## src/rtl/a2rt_frame_ctrl_pkg.sv

```systemverilog
// a2rt_pkg: shared types and defaults for the a2rt frame front end.
//   frame_state_t : frame sequencer states
//   pixel_t       : default-width pixel word
//   A2RT_*        : default pixel width and screen geometry
package a2rt_pkg;

    localparam int A2RT_DATA_WIDTH    = 24;
    localparam int A2RT_SCREEN_WIDTH  = 800;
    localparam int A2RT_SCREEN_HEIGHT = 600;

    typedef logic [A2RT_DATA_WIDTH-1:0] pixel_t;

    typedef enum logic [1:0] {
        IDLE      = 2'd0,
        RUN       = 2'd1,
        FLUSH     = 2'd2,
        WAIT_CORE = 2'd3
    } frame_state_t;

endpackage

```

## src/rtl/a2rt_frame_ctrl_if.sv

```systemverilog
// a2rt_axis_if: AXI-stream pixel link (valid/ready/data/last).
//   master : drives tvalid, tdata, tlast; receives tready
//   slave  : receives tvalid, tdata, tlast; drives tready
interface a2rt_axis_if
    import a2rt_pkg::*;
#(
    parameter int DATA_WIDTH = A2RT_DATA_WIDTH
);
    logic                  tvalid;
    logic                  tready;
    logic [DATA_WIDTH-1:0] tdata;
    logic                  tlast;

    modport master (output tvalid, output tdata, output tlast, input tready);
    modport slave  (input tvalid, input tdata, input tlast, output tready);
endinterface

```

## src/rtl/a2rt_frame_ctrl_xy_counter.sv

```systemverilog
// a2rt_xy_counter: raster x/y position counter.
//   clk, rst_n  : clock, synchronous active-low reset
//   clr_i       : return to (0,0); wins over en_i
//   en_i        : advance one pixel
//   x_o, y_o    : current column / line
//   last_pix_o  : current position is the final pixel of the frame
module a2rt_xy_counter
    import a2rt_pkg::*;
#(
    parameter int SCREEN_WIDTH  = A2RT_SCREEN_WIDTH,
    parameter int SCREEN_HEIGHT = A2RT_SCREEN_HEIGHT,
    parameter int XW            = $clog2(SCREEN_WIDTH),
    parameter int YW            = $clog2(SCREEN_HEIGHT)
) (
    input  logic          clk,
    input  logic          rst_n,
    input  logic          clr_i,
    input  logic          en_i,
    output logic [XW-1:0] x_o,
    output logic [YW-1:0] y_o,
    output logic          last_pix_o
);
    logic [XW-1:0] x_q;
    logic [YW-1:0] y_q;
    logic          x_end;
    logic          y_end;

    assign x_end      = (x_q == XW'(SCREEN_WIDTH - 1));
    assign y_end      = (y_q == YW'(SCREEN_HEIGHT - 1));
    assign last_pix_o = x_end & y_end;
    assign x_o        = x_q;
    assign y_o        = y_q;

    always_ff @(posedge clk) begin
        if (!rst_n || clr_i) begin
            x_q <= '0;
            y_q <= '0;
        end else if (en_i) begin
            if (x_end) begin
                x_q <= '0;
                // the line counter also wraps so a reused counter never leaves the raster
                y_q <= y_end ? '0 : y_q + 1'b1;
            end else begin
                x_q <= x_q + 1'b1;
            end
        end
    end
endmodule

```

## src/rtl/a2rt_frame_ctrl.sv

```systemverilog
// a2rt_frame_ctrl: admits one raster frame per start command from an
// AXI-stream source and forwards it to the a2rt core with sow/eow and x/y
// tags, policing tlast against the pixel count.
//   clk, rst_n            : clock, synchronous active-low reset
//   start_i, continuous_i : arm one frame / re-arm automatically
//   abort_i               : cancel the current frame
//   s_axis (slave)        : pixel source
//   rts_o, rtr_i          : beat valid / ready towards the core
//   sow_o, eow_o          : first / last beat markers (qualified by rts_o)
//   pixel_o, x_o, y_o     : pixel and its coordinates
//   core_eow_i            : core finished its output window
//   busy_o, frame_done_o, frame_cnt_o : status
//   err_early_last_o, err_late_last_o : sticky tlast errors
module a2rt_frame_ctrl
    import a2rt_pkg::*;
#(
    parameter int DATA_WIDTH    = A2RT_DATA_WIDTH,
    parameter int SCREEN_WIDTH  = A2RT_SCREEN_WIDTH,
    parameter int SCREEN_HEIGHT = A2RT_SCREEN_HEIGHT,
    parameter int XW            = $clog2(SCREEN_WIDTH),
    parameter int YW            = $clog2(SCREEN_HEIGHT)
) (
    input  logic                  clk,
    input  logic                  rst_n,
    input  logic                  start_i,
    input  logic                  continuous_i,
    input  logic                  abort_i,
    a2rt_axis_if.slave            s_axis,
    output logic                  rts_o,
    input  logic                  rtr_i,
    output logic                  sow_o,
    output logic                  eow_o,
    output logic [DATA_WIDTH-1:0] pixel_o,
    output logic [XW-1:0]         x_o,
    output logic [YW-1:0]         y_o,
    input  logic                  core_eow_i,
    output logic                  busy_o,
    output logic                  frame_done_o,
    output logic [15:0]           frame_cnt_o,
    output logic                  err_early_last_o,
    output logic                  err_late_last_o
);
    frame_state_t state;
    logic         core_eow_pend;
    logic         in_run;
    logic         in_flush;
    logic         beat;
    logic         last_pix;
    logic         flush_done;
    logic         core_done;
    logic         enter_run;
    logic         cnt_clr;

    assign in_run   = (state == RUN);
    assign in_flush = (state == FLUSH);

    // Zero-latency datapath: the source beat is the core beat
    assign rts_o         = in_run & s_axis.tvalid;
    assign s_axis.tready = in_flush | (in_run & rtr_i);
    assign beat          = rts_o & rtr_i;
    assign pixel_o       = s_axis.tdata;

    assign sow_o  = in_run & (x_o == '0) & (y_o == '0);
    // a short frame's eow is the beat carrying the premature tlast
    assign eow_o  = in_run & (last_pix | s_axis.tlast);
    assign busy_o = (state != IDLE);

    assign flush_done = in_flush & s_axis.tvalid & s_axis.tlast;
    // a core_eow seen earlier in the frame counts as soon as we get here
    assign core_done  = (state == WAIT_CORE) & (core_eow_i | core_eow_pend);
    assign enter_run  = ((state == IDLE) & start_i) | (core_done & continuous_i);
    assign cnt_clr    = abort_i | enter_run;

    a2rt_xy_counter #(
        .SCREEN_WIDTH  (SCREEN_WIDTH),
        .SCREEN_HEIGHT (SCREEN_HEIGHT),
        .XW            (XW),
        .YW            (YW)
    ) u_xy (
        .clk        (clk),
        .rst_n      (rst_n),
        .clr_i      (cnt_clr),
        .en_i       (beat),
        .x_o        (x_o),
        .y_o        (y_o),
        .last_pix_o (last_pix)
    );

    always_ff @(posedge clk) begin
        if (!rst_n) begin
            state            <= IDLE;
            core_eow_pend    <= 1'b0;
            frame_done_o     <= 1'b0;
            frame_cnt_o      <= '0;
            err_early_last_o <= 1'b0;
            err_late_last_o  <= 1'b0;
        end else begin
            frame_done_o <= 1'b0;
            if (abort_i) begin
                state         <= IDLE;
                core_eow_pend <= 1'b0;
            end else begin
                case (state)
                    IDLE: begin
                        if (start_i) begin
                            state            <= RUN;
                            core_eow_pend    <= 1'b0;
                            err_early_last_o <= 1'b0;
                            err_late_last_o  <= 1'b0;
                        end
                    end
                    RUN: begin
                        if (core_eow_i) core_eow_pend <= 1'b1;
                        if (beat) begin
                            if (s_axis.tlast) begin
                                state <= WAIT_CORE;
                                if (!last_pix) err_early_last_o <= 1'b1;
                            end else if (last_pix) begin
                                state           <= FLUSH;
                                err_late_last_o <= 1'b1;
                            end
                        end
                    end
                    FLUSH: begin
                        if (core_eow_i) core_eow_pend <= 1'b1;
                        if (flush_done) state <= WAIT_CORE;
                    end
                    WAIT_CORE: begin
                        if (core_done) begin
                            frame_done_o  <= 1'b1;
                            frame_cnt_o   <= frame_cnt_o + 16'd1;
                            core_eow_pend <= 1'b0;
                            state         <= continuous_i ? RUN : IDLE;
                        end
                    end
                    default: state <= IDLE;
                endcase
            end
        end
    end
endmodule

```

## src/flat_wrapper.sv

```systemverilog
// flat-port wrapper written by rule: the top's interface ports become plain ports
module a2rt_frame_ctrl_flat import a2rt_pkg::*;
#(
    parameter int DATA_WIDTH    = A2RT_DATA_WIDTH,
    parameter int SCREEN_WIDTH  = A2RT_SCREEN_WIDTH,
    parameter int SCREEN_HEIGHT = A2RT_SCREEN_HEIGHT,
    parameter int XW            = $clog2(SCREEN_WIDTH),
    parameter int YW            = $clog2(SCREEN_HEIGHT)
)
  (clk, rst_n, start_i, continuous_i, abort_i, rts_o, rtr_i, sow_o, eow_o, pixel_o, x_o, y_o, core_eow_i, busy_o, frame_done_o, frame_cnt_o, err_early_last_o, err_late_last_o, s_axis_tvalid, s_axis_tdata, s_axis_tlast, s_axis_tready);
  a2rt_axis_if #(.DATA_WIDTH(DATA_WIDTH)) s_axis_i ();
  input  logic clk;
  input  logic rst_n;
  input  logic start_i;
  input  logic continuous_i;
  input  logic abort_i;
  output logic rts_o;
  input  logic rtr_i;
  output logic sow_o;
  output logic eow_o;
  output logic [DATA_WIDTH-1:0] pixel_o;
  output logic [XW-1:0] x_o;
  output logic [YW-1:0] y_o;
  input  logic core_eow_i;
  output logic busy_o;
  output logic frame_done_o;
  output logic [15:0] frame_cnt_o;
  output logic err_early_last_o;
  output logic err_late_last_o;
  input wire logic [$bits(s_axis_i.tvalid)-1:0] s_axis_tvalid;
  input wire logic [$bits(s_axis_i.tdata)-1:0] s_axis_tdata;
  input wire logic [$bits(s_axis_i.tlast)-1:0] s_axis_tlast;
  output wire logic [$bits(s_axis_i.tready)-1:0] s_axis_tready;
  assign s_axis_i.tvalid = s_axis_tvalid;
  assign s_axis_i.tdata = s_axis_tdata;
  assign s_axis_i.tlast = s_axis_tlast;
  assign s_axis_tready = s_axis_i.tready;
  a2rt_frame_ctrl #(.DATA_WIDTH(DATA_WIDTH), .SCREEN_WIDTH(SCREEN_WIDTH), .SCREEN_HEIGHT(SCREEN_HEIGHT), .XW(XW), .YW(YW)) u_core (.clk(clk), .rst_n(rst_n), .start_i(start_i), .continuous_i(continuous_i), .abort_i(abort_i), .s_axis(s_axis_i), .rts_o(rts_o), .rtr_i(rtr_i), .sow_o(sow_o), .eow_o(eow_o), .pixel_o(pixel_o), .x_o(x_o), .y_o(y_o), .core_eow_i(core_eow_i), .busy_o(busy_o), .frame_done_o(frame_done_o), .frame_cnt_o(frame_cnt_o), .err_early_last_o(err_early_last_o), .err_late_last_o(err_late_last_o));
endmodule
```

## config.mk

```make
export PLATFORM = sky130hd
export DESIGN_NAME = a2rt_frame_ctrl_flat
export DESIGN_NICKNAME = d
export VERILOG_FILES = /design/src/rtl/a2rt_frame_ctrl_pkg.sv /design/src/rtl/a2rt_frame_ctrl_if.sv /design/src/rtl/a2rt_frame_ctrl_xy_counter.sv /design/src/rtl/a2rt_frame_ctrl.sv /design/src/flat_wrapper.sv
export SDC_FILE = /design/constraint.sdc
export NUM_CORES = 1
export LEC_CHECK = 0
export ABC_AREA = 0
export CORE_MARGIN = 1
export CORE_UTILIZATION = 46
export DETAILED_ROUTE_END_ITERATION = 7
export HOLD_SLACK_MARGIN = 0.02
export PLACE_DENSITY_LB_ADDON = 0.2
export SETUP_SLACK_MARGIN = 0.5
export SLEW_MARGIN = 25
export SYNTH_ARGS = -nofsm -noshare
export SYNTH_HDL_FRONTEND = slang
export SYNTH_SLANG_ARGS = --single-unit
export TNS_END_PERCENT = 30
```

## constraint.sdc

```tcl
create_clock -name clk -period 2.9 [get_ports clk]
set_clock_uncertainty 0.05 [all_clocks]
set_input_delay 0.725 -clock clk [delete_from_list [all_inputs] [get_ports clk]]
set_output_delay 0.725 -clock clk [all_outputs]
set_load 0.005 [all_outputs]
```

* After elaboration in Yosys (flattened, before gate mapping)
Cells that the tools add are included. Widths: inputs -> output; s select.
Operators by class: muxes and demuxes 23, reductions and logical operators 16, bitwise operators 20, equality and inequality tests 15, add/subtract/negate cells 3
Operators by type and width (count):
- $add 10x1->10 const B | 2
- $eq 10x10->1 const B | 2
- $logic_not 10->1 | 2
- $mux 10 | 2
- $add 16x1->16 const B | 1
- $ne 2x2->1 const B | 7
- $and 1x1->1 | 12
- $mux 2 | 6
- $reduce_and 6->1 | 2
- $mux 1 | 11
- $pmux 2 s4 | 1
- $reduce_and 3->1 | 2
- $or 1x1->1 | 5
- $reduce_and 5->1 | 1
- $eq 2x2->1 const B | 2
- $ne 2x1->1 const B | 2
- $pmux 1 s2 | 2
- $reduce_bool 2->1 | 2
- $reduce_or 2->1 | 2
- $ne 3x3->1 const B | 1
- $not 1->1 | 3
- $pmux 1 s3 | 1
- $reduce_or 3->1 | 1
- $eq 2x1->1 const B | 1
- other kinds (4) | 4
Storage, ports and cells: register bits after elaboration 42, output and inout bits 68, input bits 33

* Depth between registers and ports, before layout
depth after elaboration 6, mapped depth 9, depth with buffers taken out 7

* Modules after synthesis
A second synthesis with hierarchy kept.
Unflattened totals: cells, all modules 290, area, all modules 2417.3 µm²
By module, submodules not included:
- a2rt_frame_ctrl | instances 1, cells each 174, area each 1396.3 µm²
- a2rt_xy_counter | instances 1, cells each 116, area each 1021.0 µm²

* Least setup slack after synthesis
OpenSTA, ideal clock, no wires.
path type reg-to-output, start point register u_core.u_xy.x_q[7] (netlist: u_core.u_xy.x_o[7]), end point output port eow_o, data arrival time 1.492 ns, path slack 0.633 ns, required time 2.125 ns, buffers on the path 0, stages on the path, launching flop included 5, path through dfxtp_1 -> or3_4 -> or2_4 -> nor4_2 -> o21a_1
Between the ends: longest elaborated chain between the ends 4
Ends and longest elaborated chain:
- from (decl) | RTL line a2rt_frame_ctrl_xy_counter.sv:23 | logic [XW-1:0] x_q;
- from (signal assigned) | RTL line a2rt_frame_ctrl_xy_counter.sv:44 | x_q <= x_q + 1'b1;
- $eq 10x10->1 | RTL line a2rt_frame_ctrl_xy_counter.sv:28 | assign x_end = (x_q == XW'(SCREEN_WIDTH - 1));
- $and 1x1->1 | RTL line a2rt_frame_ctrl_xy_counter.sv:30 | assign last_pix_o = x_end & y_end;
- $or 1x1->1 | RTL line a2rt_frame_ctrl.sv:65 | assign eow_o = in_run & (last_pix | s_axis.tlast);
- $and 1x1->1 | RTL line a2rt_frame_ctrl.sv:65
- to (decl) | RTL line flat_wrapper.sv:20 | output logic eow_o;
Every way passes these cells.

* Final worst setup path
start point register u_core.u_xy.y_q[5] (netlist: u_core.u_xy.y_o[5]), end point output port eow_o
Between the ends: longest elaborated chain between the ends 4
Ends and longest elaborated chain:
- from (decl) | RTL line a2rt_frame_ctrl_xy_counter.sv:24 | logic [YW-1:0] y_q;
- from (signal assigned) | RTL line a2rt_frame_ctrl_xy_counter.sv:42 | y_q <= y_end ? '0 : y_q + 1'b1;
- $eq 10x10->1 | RTL line a2rt_frame_ctrl_xy_counter.sv:29 | assign y_end = (y_q == YW'(SCREEN_HEIGHT - 1));
- $and 1x1->1 | RTL line a2rt_frame_ctrl_xy_counter.sv:30
- $or 1x1->1 | RTL line a2rt_frame_ctrl.sv:65
- $and 1x1->1 | RTL line a2rt_frame_ctrl.sv:65
Every way passes these cells.

==> qor.csv <==
metric,value,unit
synth.most_common_cell,dfxtp_1,
grt_pass1_vias,1874,
antenna_found_initial,0,
p_per_area,339.5,nW/µm²
syn_nets,325,
via_count,2074,
fillers,454,
wl_per_cell,13.67,µm
final_nets,370,
rsz0062_at_grt,true,
dp.cells,377,
htreeDepth,2,
regToRegSetupSlack,870,ps
place.gp.congestion,0.9391,
detail_route.iter0.violations,75,
ys_types,42,
final-setup-viol-count,0,
ys_seq_area_frac,0.3485,
fin_util,0.6277,
drtAntennaViolNets,0,
synthArstFlopShare,0,
remaining_drc_errors,0,
final-hold-violation-count,0,
clockBufferDepth,2,
cts_buffers,5,
ctsHoldBuffers,0,
final_cell_count_no_fill,393,
initial_core_util,0.4944,
core_area,4880,µm²
tightest_slew,532.6,ps
fin_crit,2571,ps
clock_power_share,0.359,
cts_sinks,42,
synth.area.top_cells,"dfxtp_1 35%, buf_4 7.8%, xor2_1 7.3%",
ys_ff_latch,42,
power_frac_seq,0.559,
synth_top_area_cell,dfxtp_1,
insertedDiodeCount,0,
syn_area_per_cell,8.554,µm²
first_pass_iters,4,
slew_headroom,0.6412,
internal_power,805.2,µW
status,finished clean,
switching_share,0.2257,
drt-vias-per-instance,5.277,
cp.arrival,1800,ps
ctsRootBufferMaster,clkbuf_8,
grt_overflow_total,0,
r2r_cells,7,
clk_pin_slew,80,ps
fmax,389.0,MHz
io_pins,101,
clk_latency,290,ps
min_path_cells,2,
grt_usage,0.1992,
die_height,74.42,µm
die_w,74.42,µm
r2r_start,u_core.state[1]$_SDFFE_PP0P_,
crit_path_max_fanout,3,
slew_viol_final,0,
min_from,u_core.err_early_last_o$_SDFFE_PN0P_,
cp-start-kind,flip-flop,
row_count,25,
synth-edff-count,0,
grt_max_degree,21,
hold_path_class,flip-flop to flip-flop,
post-route-period-util,0.8865,
comb_power_share,0.083,
crit_type,flip-flop to output pin,
die_area,5538,µm²
grt_pass1_wl,8.597,mm
synth_top_area_frac,0.3485,
cts_tree,yes,
cap_violations,0,
post-dp-hpwl,3.963,mm
ys.flop_type,dfxtp_1,
finalSetupTns,0,ps
final_layout_size_suffix_gt1_frac,0.1472,
wl,5.374,mm
switchingPower,234.8,µW
area_growth,26.97,%
syn_inst,282,
synth_common_cells,"42 x dfxtp_1, 29 x nor2_1, 25 x buf_4",
ys_warn_count,0,
io_buffers,52,
whs_endpoint,u_core.err_early_last_o$_SDFFE_PN0P_,
netlist_area,2412,µm²
critPathCaptureType,output pin,
reg2reg_to,u_core.frame_cnt_o[8]$_SDFFE_PN0P_,
leakagePower,1.169,nW
critPathRequiredTime,2120,ps
max-vdd-ir-drop,0.2022,mV
-- worst max-delay path, cell delays in order, from the launching register on --
cell,delay (ps)
dfxtp_4,340
or4_4,580
nor4_4,320
o21a_1,170
buf_2,100
-- timing repair --
| action | in CTS | in global routing |
|---|---|---|
| buffers inserted | 7 | 3 |
| setup endpoints to repair | 5 | 11 |
| pin swaps | 5 | 0 |
| resized for setup | 13 | 10 |
-- flip-flops by register name, indices dropped and copies added (netlist names) --
signal,flops
u_core.u_xy.x_o,10
u_core.core_eow_pend,1
u_core.err_early_last_o,1
u_core.frame_cnt_o,16
u_core.u_xy.y_o,10
u_core.frame_done_o,1
u_core.state,2
u_core.err_late_last_o,1
-- area by class of cell --
cell class	count	area (µm²)	area share
multi-input combinational	193	1326	0.4330
sequential	42	853.3	0.2786
timing repair buffer	72	668.1	0.2181
inverter	13	48.80	0.01593
tap	67	83.83	0.02737
clock buffer	6	82.58	0.02696
-- cells by family after synthesis --
family	Yosys count	share of synthesized area
simple gates	128	0.2956
buf+inv	47	0.1141
flops	42	0.3485
xor+xnor	30	0.1089
compound gates	22	0.06847
fa+ha+maj	10	0.05187
mux	3	0.01245
-- power by group through the flow --
stage | clock, mW | sequential (mW) | combinational, mW
5_1_grt | 0.399 | 0.581 | 0.0932
6_report | 0.373 | 0.581 | 0.0860
4_1_cts | 0.380 | 0.581 | 0.0827
3_5_place_dp | 0 | 0.595 | 0.0840
3_3_place_gp | 0 | 0.595 | 0.0831
2_1_floorplan | 0 | 0.595 | 0.0728
-- how the worst max path moves through the flow --
stage / from / endpoint / cells after the start
2_1_floorplan: u_core.u_xy.x_o[7]$_SDFFE_PP0P_ / eow_o / 4
5_1_grt: u_core.u_xy.y_o[7]$_SDFFE_PP0P_ / eow_o / 4
3_5_place_dp: u_core.u_xy.x_o[5]$_SDFFE_PP0P_ / eow_o / 5
3_3_place_gp: u_core.u_xy.x_o[7]$_SDFFE_PP0P_ / eow_o / 5
6_report: u_core.u_xy.y_o[5]$_SDFFE_PP0P_ / eow_o / 4
4_1_cts: u_core.u_xy.y_o[5]$_SDFFE_PP0P_ / eow_o / 4
-- metal layers --
metal,track usage,share of wire,wire length [µm],up-vias
met1,0.2573,0.45,2427,983
met2,0.3283,0.48,2579,61
met3,0.05149,0.058,314,8
met5,0,0,0,-
met4,0.05660,0.0099,53,0
li1,-,-,-,1022
-- metrics by stage --
| stage | hold slack, ps | area, µm² | setup slack (ps) | power [mW] |
|---|---|---|---|---|
| 2_1_floorplan | 387.4 | 2412 | 632.9 | 0.6673 |
| 3_3_place_gp | 404.6 | 2865 | 162.8 | 0.6783 |
| 3_5_place_dp | 408.0 | 2865 | 155.0 | 0.6792 |
| 4_1_cts | 421.6 | 3013 | 352.7 | 1.043 |
| 5_1_grt | 435.4 | 3063 | 290.1 | 1.073 |
| 6_report | 418.2 | 3063 | 329.0 | 1.040 |
-- cell usage in the layout, fill, tap and decap left out, types with 6 or more instances in the layout --
cell type	count
ha_1	8
nand2_1	19
inv_1	11
nand4_1	13
xnor2_1	10
dfxtp_1	36
buf_4	19
nand3_1	10
nor2_1	29
nor4_1	10
and2_1	14
xor2_1	20
clkbuf_8	6
a21oi_1	7
clkdlybuf4s50_1	47
nor2b_1	7
Power figures use the tool's default switching activity.
